--- src/rtl/operand_input_pkg.sv ---
// Shared calculator definitions: FSM state encoding, timing defaults, counter sizing.
// Latency: n/a (declarations only).
// Backpressure: n/a (no datapath).
package operand_input_pkg;

  // 20 ms debounce and 4 ms hold at a 50 MHz system clock.
  localparam int DEBOUNCE_CYCLES_DEF = 1000000;
  localparam int HOLD_CYCLES_DEF     = 200000;

  // Button FSM state encodings.
  localparam logic [1:0] ST_IDLE       = 2'd0;
  localparam logic [1:0] ST_DB_PRESS   = 2'd1;
  localparam logic [1:0] ST_HELD       = 2'd2;
  localparam logic [1:0] ST_DB_RELEASE = 2'd3;

  typedef enum logic [1:0] {
    IDLE       = ST_IDLE,
    DB_PRESS   = ST_DB_PRESS,
    HELD       = ST_HELD,
    DB_RELEASE = ST_DB_RELEASE
  } btn_state_t;

  // One counter serves both debounce and hold timing, so it is sized for the larger
  // of the two, with one spare bit so the hold count can saturate at HOLD_CYCLES.
  function automatic int cnt_width(input int db_cycles, input int hold_cycles);
    int biggest;
    biggest = (db_cycles > hold_cycles) ? db_cycles : hold_cycles;
    return $clog2(biggest) + 1;
  endfunction

endpackage

--- src/rtl/operand_input_sync2.sv ---
// Two-flop synchronizer for asynchronous level inputs, WIDTH bits wide.
// Latency: 2 Clk cycles from input to q.
// Backpressure: none; samples every cycle.
module sync2 #(
  parameter int WIDTH = 1
) (
  input  logic             Clk,
  input  logic             reset,
  input  logic [WIDTH-1:0] d,
  output logic [WIDTH-1:0] q
);

  logic [WIDTH-1:0] meta;

  // First flop may go metastable; the second gives it a full cycle to resolve.
  always_ff @(posedge Clk or negedge reset) begin
    if (!reset) begin
      meta <= '0;
      q    <= '0;
    end else begin
      meta <= d;
      q    <= meta;
    end
  end

endmodule

--- src/rtl/operand_input.sv ---
// Debounces the add button, captures the operand switches and stretches the add level.
// Latency: 2-cycle sync plus DEBOUNCE_CYCLES+1 stable samples to add_pulse/add_out.
// Backpressure: none; add_out held >= HOLD_CYCLES so a slow downstream strobe sees it.
module operand_input
  import operand_input_pkg::*;
#(
  parameter int DEBOUNCE_CYCLES = DEBOUNCE_CYCLES_DEF,
  parameter int HOLD_CYCLES     = HOLD_CYCLES_DEF
) (
  input  logic       Clk,
  input  logic       reset,
  input  logic       add_btn,
  input  logic [3:0] data_sw,
  output logic       add_out,
  output logic [3:0] operand,
  output logic       add_pulse,
  output logic [7:0] press_count
);

  localparam int CW = cnt_width(DEBOUNCE_CYCLES, HOLD_CYCLES);

  localparam logic [CW-1:0] CNT_ONE   = CW'(1);
  localparam logic [CW-1:0] DB_LAST   = CW'(DEBOUNCE_CYCLES - 1);
  localparam logic [CW-1:0] HOLD_LAST = CW'(HOLD_CYCLES - 1);
  localparam logic [CW-1:0] HOLD_SAT  = CW'(HOLD_CYCLES);

  logic       btn_s;
  logic [3:0] sw_s;

  btn_state_t    state, state_nxt;
  logic [CW-1:0] cnt, cnt_nxt;
  logic          accept;
  logic          add_out_nxt;

  sync2 #(.WIDTH(1)) u_sync_btn (
    .Clk   (Clk),
    .reset (reset),
    .d     (add_btn),
    .q     (btn_s)
  );

  sync2 #(.WIDTH(4)) u_sync_sw (
    .Clk   (Clk),
    .reset (reset),
    .d     (data_sw),
    .q     (sw_s)
  );

  // State and shared counter registers.
  always_ff @(posedge Clk or negedge reset) begin
    if (!reset) begin
      state <= IDLE;
      cnt   <= '0;
    end else begin
      state <= state_nxt;
      cnt   <= cnt_nxt;
    end
  end

  // Next-state and counter logic; accept marks the single qualified-press cycle.
  always_comb begin
    state_nxt = state;
    cnt_nxt   = cnt;
    accept    = 1'b0;
    case (state)
      IDLE: begin
        if (btn_s) begin
          state_nxt = DB_PRESS;
          cnt_nxt   = '0;
        end
      end
      DB_PRESS: begin
        if (!btn_s) begin
          // Bounce: drop back without counting a press.
          state_nxt = IDLE;
          cnt_nxt   = '0;
        end else if (cnt == DB_LAST) begin
          state_nxt = HELD;
          cnt_nxt   = '0;
          accept    = 1'b1;
        end else begin
          cnt_nxt = cnt + CNT_ONE;
        end
      end
      HELD: begin
        // Release is only considered once the minimum hold time has elapsed.
        if (!btn_s && (cnt >= HOLD_LAST)) begin
          state_nxt = DB_RELEASE;
          cnt_nxt   = '0;
        end else if (cnt < HOLD_SAT) begin
          cnt_nxt = cnt + CNT_ONE;
        end
      end
      DB_RELEASE: begin
        if (btn_s) begin
          // Release bounce: hold time already served, so keep cnt saturated.
          state_nxt = HELD;
          cnt_nxt   = HOLD_SAT;
        end else if (cnt == DB_LAST) begin
          state_nxt = IDLE;
          cnt_nxt   = '0;
        end else begin
          cnt_nxt = cnt + CNT_ONE;
        end
      end
      default: begin
        state_nxt = IDLE;
        cnt_nxt   = '0;
      end
    endcase
  end

  // add_out decoded from next state so the registered level tracks state exactly.
  always_comb begin
    add_out_nxt = (state_nxt == HELD) || (state_nxt == DB_RELEASE);
  end

  // Registered, glitch-free output level and one-cycle press strobe.
  always_ff @(posedge Clk or negedge reset) begin
    if (!reset) begin
      add_out   <= 1'b0;
      add_pulse <= 1'b0;
    end else begin
      add_out   <= add_out_nxt;
      add_pulse <= accept;
    end
  end

  // Operand capture and press counter move only on an accepted press; counter wraps.
  always_ff @(posedge Clk or negedge reset) begin
    if (!reset) begin
      operand     <= 4'h0;
      press_count <= 8'h00;
    end else if (accept) begin
      operand     <= sw_s;
      press_count <= press_count + 8'h01;
    end
  end

endmodule

--- config.mk ---
export PLATFORM = sky130hd
export DESIGN_NAME = operand_input
export DESIGN_NICKNAME = d
export VERILOG_FILES = /design/src/rtl/operand_input_pkg.sv /design/src/rtl/operand_input_sync2.sv /design/src/rtl/operand_input.sv
export SDC_FILE = /design/constraint.sdc
export NUM_CORES = 1
export LEC_CHECK = 0
export BUFFER_PORTS_ARGS = -buffer_cell sky130_fd_sc_hd__buf_2
export CORE_ASPECT_RATIO = 1.25
export CORE_MARGIN = 4
export CORE_UTILIZATION = 50
export CTS_BUF_LIST = sky130_fd_sc_hd__clkbuf_16
export DETAILED_ROUTE_END_ITERATION = 6
export GPL_TIMING_DRIVEN = 0
export PLACE_DENSITY = 0.69
export SLEW_MARGIN = 5
export SYNTH_ARGS = -nofsm -noshare
export SYNTH_HDL_FRONTEND = slang
export SYNTH_SLANG_ARGS = --single-unit
--- constraint.sdc ---
create_clock -name Clk -period 5 [get_ports Clk]
set_input_delay 1.25 -clock Clk [delete_from_list [all_inputs] [get_ports Clk]]
set_output_delay 1.25 -clock Clk [all_outputs]
set_load 0.03 [all_outputs]
==> results of run 1 <==
routing by layer:
metal | share of wire | wire length (um) | global-route usage | vias to the layer above
met4 | 0.047 | 274 | 0.126 | 0
li1 | - | - | - | 975
met3 | 0.063 | 366 | 0.0313 | 22
met1 | 0.42 | 2440 | 0.260 | 977
met5 | 0 | 0 | 0 | -
met2 | 0.47 | 2740 | 0.338 | 74
stage by stage:
| stage | cells | area (um2) | setup slack, ns | total power [mW] | utilization |
|---|---|---|---|---|---|
| finish | 332 | 2810 | 2.55 | 0.800 | 0.590 |
| global route | 332 | 2810 | 2.42 | 0.833 | 0.590 |
| CTS | 332 | 2810 | 2.58 | 0.812 | 0.590 |
| detailed placement | 324 | 2640 | 2.60 | 0.430 | 0.555 |
| global placement | 324 | 2640 | 2.63 | 0.428 | 0.555 |
| floorplan | 244 | 2470 | 2.90 | 0.412 | - |
how the worst max path moves through the flow:
stage	end	from
floorplan	cnt[13]	cnt[13]
global route	cnt[6]	cnt[13]
detailed placement	cnt[7]	cnt[6]
CTS	cnt[7]	cnt[6]
finish	cnt[6]	cnt[13]
global placement	cnt[6]	cnt[13]
power by group:
| group | switching (mW) | total, mW | internal (mW) |
|---|---|---|---|
| Clock | 0.142 | 0.378 | 0.236 |
| Combinational | 0.0251 | 0.0333 | 0.00821 |
| Sequential | 0.00292 | 0.389 | 0.386 |
cell families (layout without fill, tap and decap cells):
logic type	Yosys count	in the layout	share of synthesized area
multiplexers	7	7	0.0319
flip-flops	47	47	0.477
buffers and inverters	18	46	0.0304
AO/OA/AOI/OAI	53	53	0.159
adder cells (fa/ha/maj)	2	2	0.0101
AND/OR/NAND/NOR	105	105	0.249
XOR/XNOR	12	12	0.0426
Yosys cell counts, types with 2 or more instances:
| cell | n |
|---|---|
| dfrtp_1 | 47 |
| nand2_1 | 24 |
| nand3_1 | 12 |
| nor4_1 | 10 |
| xnor2_1 | 10 |
| o211ai_1 | 9 |
| inv_1 | 8 |
| nor2_1 | 8 |
| o21ai_1 | 8 |
| mux2_2 | 7 |
| nand4_1 | 7 |
| clkbuf_1 | 6 |
| nor3_1 | 6 |
| o21ai_0 | 6 |
| and3_1 | 5 |
| or3_1 | 5 |
| a211o_1 | 4 |
| and4_1 | 4 |
| nand2b_1 | 4 |
| a21oi_1 | 3 |
| buf_2 | 3 |
| nor2b_1 | 3 |
| o31ai_1 | 3 |
| a32o_1 | 2 |
| and2_1 | 2 |
| ha_1 | 2 |
| nor2_2 | 2 |
| nor4_2 | 2 |
| nor4b_1 | 2 |
| nor4b_2 | 2 |
| o22ai_1 | 2 |
| o311ai_1 | 2 |
| xor2_1 | 2 |
area by class of cell:
cell class / count / area [um2] / share of cell area
buffer: 10 / 45.0 / 0.0160
clock buffer: 5 / 125 / 0.0445
clock inverter: 3 / 42.5 / 0.0151
inverter: 8 / 30.0 / 0.0107
multi-input combinational: 179 / 1220 / 0.433
sequential: 47 / 1180 / 0.419
tap: 60 / 75.1 / 0.0267
timing repair buffer: 20 / 100 / 0.0356
state kept, by name (all words and copies together) (netlist names):
signal / cells
state: 2
u_sync_btn.q: 1
u_sync_sw.meta: 4
u_sync_btn.meta: 1
operand: 4
cnt: 21
add_out: 1
press_count: 8
u_sync_sw.q: 4
add_pulse: 1
cells in the final DEF, fill, tap and decap left out, types with 2 or more instances in the layout:
master	count
nor4_1	10
inv_1	8
mux2_2	7
and3_1	5
and4_1	4
nor2_1	8
dfrtp_1	47
buf_2	23
ha_1	2
o31ai_1	3
nor3_1	6
a32o_1	2
nand3_1	12
nand2b_1	4
and2_1	2
clkbuf_1	6
nand2_1	24
o21ai_1	8
nor4b_2	2
xnor2_1	10
xor2_1	2
clkbuf_16	5
nand4_1	7
nor4_2	2
o311ai_1	2
o21ai_0	6
nor4b_1	2
a211o_1	4
or3_1	5
a21oi_1	3
nor2b_1	3
nor2_2	2
o22ai_1	2
o211ai_1	9
==> qor.csv, run 1 <==
metric,value,unit
outcome,"finished, final reports clean",
cell leakage power,1.28,nW
DRT antenna net count,0,
chain of cells forming the critical path,or3_1 > nor4_1 > and3_1 > a2bb2oi_2 > o21ai_1 > a211o_1,
setup violators final,0,
initial antenna violation count,0,
sequential element share of the synthesized area,0.477,
worst-case clock skew,0.00433,ns
"Min Clock Period, post-route",2.45,ns
Syn Std Cell Area,2470,um2
slowest cell on the critical path,dfrtp_1,
half-perimeter wire length after placement,4060,um
number of inserted diodes,0,
dominant register cell in the synthesized netlist,dfrtp_1,
Total GRT Usage,0.208,
depth of the CTS H-tree,2,
maximum fanout along the worst path,8,
"Data arrival, critical path",2.62,ns
Worst Path Required,5.17,ns
fmax,0.408,GHz
maximum root-to-sink buffer count,2,
Die Span X,70.8,um
RSZ-0062 raised after global routing,false,
distinct cell type count of the synthesized netlist,55,
synth top area cells,"dfrtp_1 (48%), nand2_1 (3.7%), xnor2_1 (3.5%), mux2_2 (3.2%), o211ai_1 (2.7%)",
TritonCTS clock tree,built,
worst reg-to-reg path cell count,6,
"Worst Path Class, Setup",flip-flop to flip-flop,
maximum number of pins on one net before global-route repair,48,
Setup Buffers After CTS,0,
number of instances on the worst hold path,0,
startpoint class of the critical path,flip-flop,
start of the worst register-to-register path,cnt[13],
worst voltage drop across the vdd grid,0.000156,V
setup TNS,0,ns
# clock sinks,47,
Power Density,285,nW/um2
setup slack of the worst register-to-register path,2.55,ns
growth of design area from synthesis to finish,13.9,%
buffer and inverter count on the worst path,0,
area fraction of the dominant cell type after synthesis,0.477,
number of violations reported at the end of detailed-routing iteration 0,137,
final period utilization,0.491,
path length in cells of the critical path,6,
number of flops mapped to enable cells by yosys,0,
DRC Markers,0,
smallest hold slack,0.347,ns
asr flop ratio synth,1.00,
synthesized instance count,244,
number of global-route vias before repair,2014,
standard cell core area,4760,um2
drt via density,6.17,
Wirelength per Cell,17.6,um
Slew @ Worst Pin,1.04,ns
Max Cap Viol,0,
capture point of the worst reg-to-reg path,cnt[6],
count of pins on the block boundary,21,
final-report max-slew violation count,0,
number of buffers created by CTS,5,
height of the die,86.5,um
"Net Count, Synth",253,
initial core utilization,0.518,
vias post-DR,2048,
syn_area_per_cell,10.1,um2
fraction of layout cells with a size suffix above 1,0.188,
family with the most delay on the worst path,simple AND/OR/NAND/NOR gates,
fill cell instance count of the final layout,432,
"area leader, netlist",dfrtp_1,
worst hold path type,flip-flop to flip-flop,
CTS root buf,clkbuf_16,
Clock Latency Late Sink,0.28,ns
global-route wire length before repair,9920,um
clk slew on worst S/H paths,0.06,ns
synthesized flop and latch total,47,
post-cts repair resize count,0,
placer's final routability congestion estimate,0.902,
total number of nets in the final design,280,
Min-Delay Startpoint,u_sync_sw.meta[1],
number of hold-repair buffers added at the cts stage,0,
Yosys warnings,0,
endpoint of the worst hold path,u_sync_sw.q[1],
die outline area,6130,um2
Total Routed Length,5830,um
critical path capture point type,flip-flop,
detailed-router iteration count before antenna repair,4,
Max-slew headroom,0.309,
number of placement rows,28,
number of endpoints with negative hold slack in the final report,0,
number of I/O port buffers,20,
Overflow after GRT,0,
delay of the slowest cell on the worst path,0.46,ns
(Power assumes the default switching activity.)
==> inputs of run 2 (changes only) <==
ABC_AREA = 1   (was unset)
PLACE_DENSITY = 0.71   (was 0.69)
clock period = 2.1 ns   (was 5 ns; I/O delays follow)
==> qor.csv, run 2 <==
metric,value,unit,change
fill cell instance count of the final layout,520,,+20%
TritonCTS clock tree,built,,
sequential cell area,1180,um2,unchanged
number of inserted diodes,0,,unchanged
clk slew on worst S/H paths,0.07,ns,about the same
asr flop ratio synth,1.00,,unchanged
standard cell core area,5440,um2,+14%
design internal power,1.52,mW,+140%
crit-path most repeated cell,nand3_1,,
number of flops mapped to enable cells by yosys,0,,unchanged
final period utilization,0.941,,+0.450
delay of the slowest cell on the worst path,0.40,ns,-0.06 ns
Overflow after GRT,0,,unchanged
Finished Layout Cells,490,,+48%
synthesized instance count,395,,+62%
sequential element share of the synthesized area,0.417,,-0.0600
most instantiated library cell after synthesis,nand2_1,,
DRC Markers,0,,unchanged
register ranked first by flip-flop count,cnt,,
dpl cell area,3000,um2,+14%
post-route core utilization,0.590,,about the same
maximum fanout along the worst path,9,,+1
Clock Latency Late Sink,0.29,ns,about the same
dominant register cell in the synthesized netlist,dfrtp_1,,
critical path capture point type,flip-flop,,
setup violators final,0,,unchanged
"Net Count, Synth",404,,+60%
# clock sinks,47,,unchanged
RSZ-0062 raised after global routing,false,,
Syn Std Cell Area,2820,um2,+14%
synthesized flop and latch total,47,,unchanged
final-report max-slew violation count,0,,unchanged
cell leakage power,1.65,nW,+29%
depth of the CTS H-tree,2,,unchanged
Yosys warnings,0,,unchanged
most used standard cells in the synthesized netlist,"nand2_1 (133), nand3_1 (53), dfrtp_1 (47), inv_1 (41), nor2_1 (41)",,
worst hold path type,input port to flip-flop,,
number of placement rows,30,,+7.1%
number of endpoints with negative hold slack in the final report,0,,unchanged
Die Span X,75.2,um,+6.2%
"area leader, netlist",dfrtp_1,,
Logic pwr share,0.068,,+0.026
start of the worst register-to-register path,cnt[0],,
setup TNS,0,ns,unchanged
Slew @ Worst Pin,1.04,ns,+0.000529 ns
fmax,0.506,GHz,+24%
Critical Path Source,cnt[0],,
setup slack of the worst register-to-register path,0.12,ns,-2.42 ns
capture point of the worst reg-to-reg path,cnt[9],,
synth top area cells,"dfrtp_1 (42%), nand2_1 (18%), nand3_1 (9.4%), inv_1 (5.5%), nor2_1 (5.5%)",,
Max-slew headroom,0.308,,-0.000352
startpoint class of the critical path,flip-flop,,
Worst Path Required,2.28,ns,-2.89 ns
number of instances on the worst hold path,1,,+1
area fraction of the dominant cell type after synthesis,0.417,,-0.0600
detailed-router iteration count before antenna repair,5,,+1
initial core utilization,0.519,,+0.000764
global-route wire length before repair,11900,um,+20%
maximum root-to-sink buffer count,2,,unchanged
syn_area_per_cell,7.15,um2,-29%
sequential cell fraction of total power,0.469,,-0.017
number of I/O port buffers,20,,unchanged
vias post-DR,2634,,+29%
distinct cell type count of the synthesized netlist,34,,-38%
die outline area,6920,um2,+13%
maximum number of pins on one net before global-route repair,48,,unchanged
endpoint of the worst hold path,u_sync_sw.meta[3],,
fraction of layout cells with a size suffix above 1,0.143,,-0.0443
Min-Delay Startpoint,data_sw[3],,
highest-count cells in the layout ignoring fill and taps,"nand2_1 (131), nand3_1 (53), dfrtp_1 (47), inv_1 (41), nor2_1 (41)",,
"Min Clock Period, post-route",1.98,ns,-0.478 ns
post-route standard cell area excluding fillers,3210,um2,+14%
dpl ws,0.0231,ns,-2.58 ns
worst voltage drop across the vdd grid,0.000292,V,+87%
total number of nets in the final design,434,,+55%
height of the die,92.0,um,+6.3%
Largest register FFs,21,,unchanged
initial antenna violation count,0,,unchanged
Wirelength per Cell,14.5,um,-18%
placer's final routability congestion estimate,0.998,,+11%
family with the most delay on the worst path,simple AND/OR/NAND/NOR gates,,
DRT antenna net count,0,,unchanged
worst reg-to-reg path cell count,10,,+4
buffer and inverter count on the worst path,1,,+1
"Data arrival, critical path",2.16,ns,-0.46 ns
outcome,"finished, final reports clean",,
worst-case clock skew,0.00695,ns,+0.00263 ns
switching component of the power,0.481,mW,+180%
count of pins on the block boundary,21,,unchanged
chain of cells forming the critical path,ha_2 > nand3_2 > nor3_4 > nand3_1 > nand3_1 > nand2_2 > nand2_2 > nand3_4 > nand3_1 > inv_1,,
number of global-route vias before repair,2529,,+26%
area of the multi-input gates,1460,um2,+20%
number of violations reported at the end of detailed-routing iteration 0,253,,+85%
number of buffers created by CTS,5,,unchanged
Max Cap Viol,0,,unchanged
"Worst Path Class, Setup",flip-flop to flip-flop,,
switching part of the total,0.240,,+0.0281
drt via density,5.38,,-13%
growth of design area from synthesis to finish,13.7,%,
clock share of power,0.464,,-0.008
Total GRT Usage,0.220,,+0.0120
Total Routed Length,7090,um,+22%
number of hold-repair buffers added at the cts stage,0,,unchanged
"most common cell after layout, fill and taps aside",nand2_1,,
post-layout worst setup margin,0.124,ns,-2.42 ns
top flop regs,"cnt (21), press_count (8)",,
half-perimeter wire length after placement,5160,um,+27%
CTS root buf,clkbuf_16,,
slowest cell on the critical path,dfrtp_1,,
Power Density,624,nW/um2,+120%
number of placed cells counting well taps,479,,+48%
[run 2: cell types whose count changed in the layout (fill, tap and decap cells not counted), moves of 6 or more]
cell	delta
nand2_2	+8
nor2_1	+33
xor2_1	+6
mux2_2	-7
xnor2_1	-7
nand3_1	+41
nor4_1	-9
inv_1	+33
nand4_1	+6
o211ai_1	-9
nand2_1	+107
[run 2: metrics by stage]
stage	hold slack (ns)	power [mW]
3_3_place_gp	0.333	1.09
6_report	0.334	2.00
4_1_cts	0.335	2.01
5_1_grt	0.337	2.07
2_1_floorplan	0.229	1.03
3_5_place_dp	0.337	1.09
[run 2: worst reg2reg max path: stages (launching register included)]
cell and delay [ns]:
dfrtp_1 0.40, ha_2 0.22, nand3_2 0.16, nor3_4 0.25, nand3_1 0.13, nand3_1 0.14, nand2_2 0.13, nand2_2 0.13
nand3_4 0.14, nand3_1 0.12, inv_1 0.05
[run 2: power by group through the flow]
stage	sequential, mW	clock, mW	combinational [mW]
CTS	0.937	0.939	0.136
finish	0.938	0.928	0.136
floorplan	0.952	0	0.0788
detailed placement	0.955	0	0.135
global placement	0.954	0	0.135
global route	0.940	0.983	0.151
[run 2: layout make-up]
cell class                      count  share of cell area
Multi-Input combinational cell    298               0.453
Sequential cell                    47               0.366
Inverter                           45              0.0534
Clock buffer                        5              0.0390
Timing Repair Buffer               23              0.0382
Tap cell                           64              0.0250
Clock inverter                      3              0.0144
Buffer                              5              0.0101
[run 2: worst max-delay path by stage]
| stage | endpoint | cells after the start |
|---|---|---|
| CTS | press_count[5] | 9 |
| floorplan | press_count[5] | 8 |
| detailed placement | cnt[1] | 10 |
| global route | cnt[6] | 11 |
| finish | cnt[9] | 10 |
| global placement | press_count[5] | 8 |
[run 2: per-layer routing]
layer,track usage,vias to the layer above,part of all wire,routed length (um)
met1,0.266,1223,0.42,2990
met2,0.386,71,0.50,3570
met4,0.0860,0,0.030,211
met3,0.0263,16,0.045,318
met5,0,-,0,0
li1,-,1324,-,-
[run 2: kinds of logic (layout without fill, tap and decap cells)]
| kind of cell | after synthesis | count (layout) | share of synthesized area |
|---|---|---|---|
| AO/OA/AOI/OAI | 16 | 16 | 0.0306 |
| XOR/XNOR | 11 | 11 | 0.0341 |
| adder cells (fa/ha/maj) | 2 | 2 | 0.00886 |
| buffers and inverters | 50 | 81 | 0.0723 |
| flip-flops | 47 | 47 | 0.417 |
| AND/OR/NAND/NOR | 269 | 269 | 0.438 |
[run 2: timing repair]
action | 4_1_cts | 5_1_grt
setup buffers | 3 | 0
pin swaps | 2 | 2
gates cloned | 0 | 0
setup endpoints to repair | 5 | 25
resized for setup | 0 | 4
